File: src/rtl/tdm_demux16_if.sv
// tdm_demux16_if
// Bundles the serial TDM stream and the demultiplexer's results into one
// interface.
//
// Signals:
//   din         serial data, one channel bit per valid slot
//   din_valid   qualifies din and sync
//   sync        marks the channel-0 slot of a frame
//   ch_out      last good frame, bit n = channel n
//   frame_valid one-cycle pulse when ch_out updates
//   sel         slot index expected on the next valid beat
//   sync_err    one-cycle pulse on a framing violation
//   parity_err  one-cycle pulse on a parity failure
//
// Modports:
//   master  the stream source; it drives din, din_valid and sync and
//           observes the results
//   slave   the demultiplexer
interface tdm_demux16_if;
  logic        din;
  logic        din_valid;
  logic        sync;
  logic [15:0] ch_out;
  logic        frame_valid;
  logic [4:0]  sel;
  logic        sync_err;
  logic        parity_err;

  modport master (
    output din, din_valid, sync,
    input  ch_out, frame_valid, sel, sync_err, parity_err
  );

  modport slave (
    input  din, din_valid, sync,
    output ch_out, frame_valid, sel, sync_err, parity_err
  );
endinterface

File: src/rtl/tdm_demux16.sv
// tdm_demux16
// A 16-channel serial TDM demultiplexer.
// It locks onto a frame using the sync marker and collects one bit per
// valid slot into a shadow register. When a frame completes and is good,
// the block publishes that frame on ch_out.
//
// Ports:
//   clk    sole clock; all state changes on its rising edge
//   rst_n  asynchronous active-low reset
//   bus    tdm_demux16_if.slave. Carries:
//            inputs:  din, din_valid, sync
//            outputs: ch_out, frame_valid, sel, sync_err, parity_err
//
// Configuration:
//   TDM_DEMUX16_PARITY_EN  When defined, each frame is 17 slots long.
//                          Slot 16 carries even parity over slots 0..15,
//                          and a failing frame raises parity_err.
//                          When undefined, each frame is 16 slots long
//                          and parity_err is tied low.
module tdm_demux16 (
  input logic          clk,
  input logic          rst_n,
  tdm_demux16_if.slave bus
);

`ifdef TDM_DEMUX16_PARITY_EN
  localparam logic [4:0] LAST_SLOT = 5'd16;
`else
  localparam logic [4:0] LAST_SLOT = 5'd15;
`endif

  typedef enum logic {HUNT, RECV} state_t;

  state_t      state;
  logic [4:0]  sel;
  logic [15:0] shadow;
  logic [15:0] ch_out;
  logic        frame_valid;
  logic        sync_err;
  logic [15:0] frame_word;
  logic        frame_good;

  // frame_word is the shadow register with the current beat merged into
  // its slot. This lets the final data beat be published in the same
  // cycle it is captured. The parity slot (16) has no data bit, so for
  // that slot frame_word equals shadow.
  always_comb begin
    frame_word = shadow;
    if (sel <= 5'd15) begin
      frame_word[sel[3:0]] = bus.din;
    end
  end

`ifdef TDM_DEMUX16_PARITY_EN
  logic parity_err;

  // Even parity: the 16 data bits together with the parity bit must hold
  // an even number of ones.
  assign frame_good = ~(^{frame_word, bus.din});
`else
  assign frame_good = 1'b1;
`endif

  // Framing FSM.
  // The error and frame pulses default low every cycle, so each lasts
  // exactly one cycle. Beats with din_valid low leave all state untouched.
  always_ff @(posedge clk or negedge rst_n) begin
    if (!rst_n) begin
      state       <= HUNT;
      sel         <= 5'd0;
      shadow      <= 16'h0000;
      ch_out      <= 16'h0000;
      frame_valid <= 1'b0;
      sync_err    <= 1'b0;
`ifdef TDM_DEMUX16_PARITY_EN
      parity_err  <= 1'b0;
`endif
    end else begin
      frame_valid <= 1'b0;
      sync_err    <= 1'b0;
`ifdef TDM_DEMUX16_PARITY_EN
      parity_err  <= 1'b0;
`endif
      if (bus.din_valid) begin
        case (state)
          HUNT: begin
            if (bus.sync) begin
              shadow <= {15'd0, bus.din};
              sel    <= 5'd1;
              state  <= RECV;
            end
          end
          RECV: begin
            if (bus.sync) begin
              // A sync that arrives mid-frame restarts the frame at
              // slot 0. A sync that arrives exactly at slot 0 is the
              // normal frame start.
              sync_err <= (sel != 5'd0);
              shadow   <= {15'd0, bus.din};
              sel      <= 5'd1;
            end else if (sel == 5'd0) begin
              // Slot 0 arrived without its sync marker, so lock is lost.
              sync_err <= 1'b1;
              state    <= HUNT;
            end else begin
              shadow <= frame_word;
              if (sel == LAST_SLOT) begin
                sel <= 5'd0;
                if (frame_good) begin
                  ch_out      <= frame_word;
                  frame_valid <= 1'b1;
                end
`ifdef TDM_DEMUX16_PARITY_EN
                else begin
                  parity_err <= 1'b1;
                end
`endif
              end else begin
                sel <= sel + 5'd1;
              end
            end
          end
          default: state <= HUNT;
        endcase
      end
    end
  end

  assign bus.ch_out      = ch_out;
  assign bus.frame_valid = frame_valid;
  assign bus.sel         = sel;
  assign bus.sync_err    = sync_err;
`ifdef TDM_DEMUX16_PARITY_EN
  assign bus.parity_err  = parity_err;
`else
  assign bus.parity_err  = 1'b0;
`endif

endmodule

File: src/flat_wrapper.sv
// flat-port wrapper written by rule: the top's interface ports become plain ports
module tdm_demux16_flat 
  (clk, rst_n, bus_din, bus_din_valid, bus_sync, bus_ch_out, bus_frame_valid, bus_sel, bus_sync_err, bus_parity_err);
  tdm_demux16_if bus_i ();
  input logic clk;
  input logic rst_n;
  input wire logic [$bits(bus_i.din)-1:0] bus_din;
  input wire logic [$bits(bus_i.din_valid)-1:0] bus_din_valid;
  input wire logic [$bits(bus_i.sync)-1:0] bus_sync;
  output wire logic [$bits(bus_i.ch_out)-1:0] bus_ch_out;
  output wire logic [$bits(bus_i.frame_valid)-1:0] bus_frame_valid;
  output wire logic [$bits(bus_i.sel)-1:0] bus_sel;
  output wire logic [$bits(bus_i.sync_err)-1:0] bus_sync_err;
  output wire logic [$bits(bus_i.parity_err)-1:0] bus_parity_err;
  assign bus_i.din = bus_din;
  assign bus_i.din_valid = bus_din_valid;
  assign bus_i.sync = bus_sync;
  assign bus_ch_out = bus_i.ch_out;
  assign bus_frame_valid = bus_i.frame_valid;
  assign bus_sel = bus_i.sel;
  assign bus_sync_err = bus_i.sync_err;
  assign bus_parity_err = bus_i.parity_err;
  tdm_demux16 u_core (.clk(clk), .rst_n(rst_n), .bus(bus_i));
endmodule
File: config.mk
export PLATFORM = sky130hd
export DESIGN_NAME = tdm_demux16_flat
export DESIGN_NICKNAME = d
export VERILOG_FILES = /design/src/rtl/tdm_demux16_if.sv /design/src/rtl/tdm_demux16.sv /design/src/flat_wrapper.sv
export SDC_FILE = /design/constraint.sdc
export NUM_CORES = 1
export LEC_CHECK = 0
export CORE_MARGIN = 3
export CORE_UTILIZATION = 40
export DETAILED_ROUTE_END_ITERATION = 16
export GPL_TIMING_DRIVEN = 0
export SLEW_MARGIN = 20
export SYNTH_ARGS = -nofsm -noshare
export SYNTH_HDL_FRONTEND = slang
export SYNTH_SLANG_ARGS = --single-unit
File: constraint.sdc
create_clock -name clk -period 3.91 [get_ports clk]
set_input_delay 0.782 -clock clk [delete_from_list [all_inputs] [get_ports clk]]
set_output_delay 0.782 -clock clk [all_outputs]
set_load 0.02 [all_outputs]
# After elaboration in Yosys (flattened, before gate mapping)

Index checks and enable logic that the tools add are counted.

Output and inout bits: 24
Word-level logic and storage cells: 47
Input port bits: 5
Register bits after elaboration: 40

Reduce and logical (&&, ||, !) cells: 5
Equality and inequality tests: 3
Bitwise logic cells: 3
Magnitude comparators: 3
Add/sub/neg operators: 1
Mux-type cells: 26

Operator list:

| cell                                                                   | number |
|---|---|
| 16-bit two-way mux                                                     | 4 |
| 16-bit one-hot mux with 2 select lines                                 | 1 |
| 5-bit two-way mux                                                      | 4 |
| 16-bit bitwise mux                                                     | 1 |
| 1-bit two-way mux                                                      | 13 |
| 5-bit one-hot mux with 2 select lines                                  | 1 |
| 5-bit by 1-bit adder with 5-bit output (second input constant)         | 1 |
| 5-bit by 4-bit == test with 1-bit output (second input constant)       | 1 |
| 5-bit by 4-bit <= comparator with 1-bit output (second input constant) | 1 |
| 5-bit logical NOT                                                      | 1 |
| 4-bit by 5-bit < comparator with 1-bit output (second input constant)  | 1 |
| 5-bit AND reduction                                                    | 1 |
| 5-bit nonzero test                                                     | 1 |
| 1-bit demux with 4-bit select                                          | 1 |
| 4-bit by 1-bit >= comparator with 1-bit output (second input constant) | 1 |
| 3-bit inequality test (second input constant)                          | 1 |
| 1-bit inverter                                                         | 3 |
| 3-bit AND reduction                                                    | 1 |
| 2-bit inequality test (second input constant)                          | 1 |
| 1-bit one-hot mux with 2 select lines                                  | 1 |
| 1-bit logical AND                                                      | 1 |

# Longest topological paths before layout

Depth after elaboration: 9
Gate-level depth with buffers: 9
Gate-level depth less buffers: 8

# Worst setup path before layout

No wires, ideal clock.

Path kind: flip-flop to flip-flop
Start point: reg u_core.sel[0], in the netlist u_core.bus.sel[0]
End point: reg u_core.shadow[1]
Stages on the path, launching flop included: 9
Data arrival time: 2.095 ns
Setup time: 0.065 ns
Path slack: 1.749 ns
Cell sequence: dfrtp_1 > inv_1 > ha_1 > and2_1 > ha_1 > nand4bb_1 > nor2_2 > buf_2 > a22o_1

Longest elaborated chain between the ends: 9
Elaborated cells between the ends (all ways): 14
Classes of those cells: order compare: 3; eq/ne: 1; mux: 7; reduce/logical: 3

RTL lines:

| element                                                                                                                               | RTL line           | text |
|---|---|---|
| start, declared                                                                                                                       | tdm_demux16.sv:35  | `logic [4:0] sel;` |
| start signal, assigned                                                                                                                | tdm_demux16.sv:119 | `sel <= sel + 5'd1;` |
| 4-bit by 5-bit < comparator with 1-bit output (implied by the code) or 4-bit by 1-bit >= comparator with 1-bit output (tied branches) | tdm_demux16.sv:50  | `frame_word[sel[3:0]] = bus.din;` |
| 1-bit logical AND (implied by the code)                                                                                               | tdm_demux16.sv:50  |  |
| 1-bit two-way mux (implied by the code)                                                                                               | tdm_demux16.sv:50  |  |
| 1-bit demux with 4-bit select                                                                                                         | --                 |  |
| 16-bit bitwise mux                                                                                                                    | tdm_demux16.sv:50  |  |
| 16-bit two-way mux                                                                                                                    | tdm_demux16.sv:49  | `if (sel <= 5'd15) begin` |
| 16-bit two-way mux                                                                                                                    | tdm_demux16.sv:101 | `end else if (sel == 5'd0) begin` |
| 16-bit two-way mux                                                                                                                    | tdm_demux16.sv:94  | `if (bus.sync) begin` |
| 16-bit one-hot mux with 2 select lines                                                                                                | tdm_demux16.sv:85  | `case (state)` |
| end signal, assigned                                                                                                                  | tdm_demux16.sv:88  | `shadow <= {15'd0, bus.din};` |
| end signal, assigned                                                                                                                  | tdm_demux16.sv:99  | `shadow <= {15'd0, bus.din};` |
| end signal, assigned                                                                                                                  | tdm_demux16.sv:106 | `shadow <= frame_word;` |
| end, declared                                                                                                                         | tdm_demux16.sv:36  | `logic [15:0] shadow;` |

Parallel ways exist; a longest one is shown, timed or not. The select of a mux whose other input is x is not followed.
A chain may end at the register's enable or synchronous reset.

# Worst setup path in the final report

Start point: in bus_sync
End point: reg u_core.shadow[1]

Longest elaborated chain between the ends: 2
Elaborated cells between the ends (all ways): 5
Classes of those cells: eq/ne: 2; mux: 2; reduce/logical: 1

RTL lines:

| element                                                                                        | RTL line          | text |
|---|---|---|
| start, declared                                                                                | flat_wrapper.sv:9 | `input wire logic [$bits(bus_i.sync)-1:0] bus_sync;` |
| 3-bit inequality test (no source line) (tied with other cells)                                 | --                |  |
| 3-bit AND reduction (no source line) or 16-bit one-hot mux with 2 select lines (tied branches) | --                |  |

Parallel ways exist; a longest one is shown, timed or not.

==> results.toml <==
[critical_path]
cp_slowest_stage_delay_ps = 510
worstRegToRegCells = 8
critPathKind = "input pin to register"
critPathTopFamily = "buffers and inverters"
cp.arrival_ps = 2790
endpoint_kind = "register"
rrSetupSlack_ps = 1350
slowest_stage = "clkdlybuf4s50_1"
path_depth = 7
cp.required_ps = 4140
cp-startpoint = "bus_sync"
crit_chain = "clkdlybuf4s50_1 -> inv_1 -> ha_1 -> nand4bb_1 -> nor2_2 -> buf_2 -> a22o_1"
crit_fanout = 9
timing.rr.start = "u_core.bus.sel[0]$_DFFE_PN0P_"
startpoint_type = "input pin"
path_buf_inv = 3

[global_routing]
grt_overflow = 0
grt_max_degree = 22
first_global_vias = 1577
grt_pass1_wl_mm = 7.86
antenna_found_initial = 0
track_usage_pct = 16.5

[cts]
cts_buffer_depth = 2
post_cts_buffers = 0
numCtsBuffers = 5
cts_tree = "done"
ctsResizeCount = 0
clk-insertion-delay-late_ps = 290
htreeDepth = 2
clkSinkCount = 39
hold_buffers = 0
clockRootBuffer = "clkbuf_8"
clk_pin_slew_worst_paths_ps = 70

[drt]
firstDrtPassIters = 4
via_per_inst = 5.35
wire_per_inst_um = 15.9
drt_iter0_drc = 96
drc = 0
finalWirelength_mm = 4.65
postRouteAntennaNets = 0
vias = 1561

[sta]
worstMarginPinSlew_ps = 585
layout_setup_ws_ps = 1350
slew_headroom_pct = 60.6
fin_tns_setup_ps = 0
clock.fmax_ghz = 0.390
skew_ps = 3.30
hold_viol_final = 0
drv_slew = 0
setup_viol = 0
min_period_over_period_pct = 65.5
fin_crit_ps = 2560
rsz0062_at_grt = "false"

[place]
place_congestion = 0.837
io_buffers = 26
dpl.hpwl_mm = 3.40
dp_cells = 284
place_ws_ps = 1050

[yosys]
seq_area_frac_synth_pct = 47.2
syn_area_um2 = 2070
synth_nets = 200
avgSynthCellArea_um2 = 10.9
synthArstFlopShare_pct = 100
ys_top_cells_by_area = "dfrtp_1 (47%), mux2i_1 (7.3%), a21oi_2 (5.9%)"
ys_ff_latch = 39
synth_edf_count = 0
synth_top_area_share_pct = 47.2
synth_cell_types = 33
synth_warnings = 0
synthFlopType = "dfrtp_1"
yosys.area.top_type = "dfrtp_1"
synthCells = 190

[layout]
regArea_um2 = 976
diodes = 0
synthToLayoutAreaGrowth_pct = 22.6
post-route-util_pct = 52.3
nNetsFinal = 234
fillCellCount = 433
multiInputGateArea_um2 = 993
fin_cells = 292
layout-drive-gt1-share_pct = 19.1

[floorplan]
dieArea_um2 = 6070
die_height_um = 77.9
chipWidth_um = 77.9
ios = 29
rows = 25
coreArea_um2 = 4850
start_util_pct = 42.7

[power_and_ir_drop]
p_leak_uw = 0.00107
vdd_drop_max_v = 0.000325
power_uw = 1110
powerDensity_nw_per_um2 = 437

[outcome]
outcome = "complete, no violations"

[run]
drv_cap = 0

[hold_path]
worstHoldPathType = "input pin to async pin"
==> cells in the mapped netlist (all sizes together), types with 2 or more instances <==
cell type and number:
nor3 5, buf 9, nor2 21, clkbuf 4, nand2 8, o21a 2, and4bb 2, and2 3
inv 5, a21oi 16, ha 5, a22o 14, mux2i 15, mux2 2, and3 4, nor4b 4
o21ai 21, dfrtp 39, nor2b 2
==> power by group <==
group          leakage, uW  internal (uW)  total [uW]  switching, uW
combinational     0.000481            143         339            196
sequential        0.000535            433         470           36.5
clock            0.0000515            161         299            138
total              0.00107            737        1110            370
==> flip-flops by register name, indices dropped and copies added (netlist names) <==
name / cells
u_core.bus.ch_out: 16
u_core.bus.frame_valid: 1
u_core.bus.sel: 5
u_core.bus.sync_err: 1
u_core.shadow: 15
u_core.state: 1
==> layout make-up <==
| cell class | instances | share of cell area [%] |
|---|---|---|
| multi-input cells | 133 | 39.2 |
| flip-flops and latches | 39 | 38.5 |
| repair buffers | 27 | 11.2 |
| clock buffers | 8 | 3.95 |
| well taps | 67 | 3.31 |
| plain buffers | 13 | 3.16 |
| inverters | 5 | 0.740 |
==> path summary, 6_finish.rpt <==
kind                                                     end
hold / removal              u_core.bus.ch_out[4]$_DFFE_PN0P_
setup reg to reg                u_core.shadow[1]$_DFFE_PN0P_
setup / recovery                u_core.shadow[1]$_DFFE_PN0P_
min in group clk                u_core.shadow[2]$_DFFE_PN0P_
hold reg to reg                 u_core.shadow[2]$_DFFE_PN0P_
max in group asynchronous  u_core.bus.ch_out[14]$_DFFE_PN0P_
==> layer usage <==
layer  GRT usage [%]  share of wire (%)  up-vias
li1                -                  -      746
met1            22.2                 47      769
met2            25.3                 47       39
met3            4.06                4.1        7
met4            6.99                1.5        0
met5               0                  0        -
==> placed cells by master (no fill, tap or decap), types with 3 or more instances in the layout <==
cell type        count
nor4b_4              3
a21oi_2             14
nor2_1              20
mux2i_1             15
clkbuf_1             5
buf_2                5
o21ai_0             21
dfrtp_1             39
and2_1               3
and3_1               4
clkbuf_8             7
inv_1                5
clkdlybuf4s50_1     25
ha_1                 5
nand2_1              8
a22o_1              14
nor3_1               5
buf_4                3
==> metrics by stage <==
step / instance area, um^2 / hold WS, ps
6_report: 2530 / 441
5_1_grt: 2530 / 463
4_1_cts: 2530 / 449
3_5_place_dp: 2430 / 480
3_3_place_gp: 2410 / 482
2_1_floorplan: 2070 / 465
==> kinds of logic (layout without fill, tap and decap cells) <==
| group | count (synthesis) | in the layout | synth area share (%) |
|---|---|---|---|
| other cells | 1 | 1 | 0.181 |
| buf+inv | 18 | 53 | 4.78 |
| mux | 17 | 17 | 8.35 |
| flops | 39 | 39 | 47.2 |
| compound gates | 55 | 55 | 18.8 |
| fa+ha+maj | 5 | 5 | 3.02 |
| simple gates | 55 | 55 | 17.7 |
Note: power is estimated with default switching activity, not from simulation.
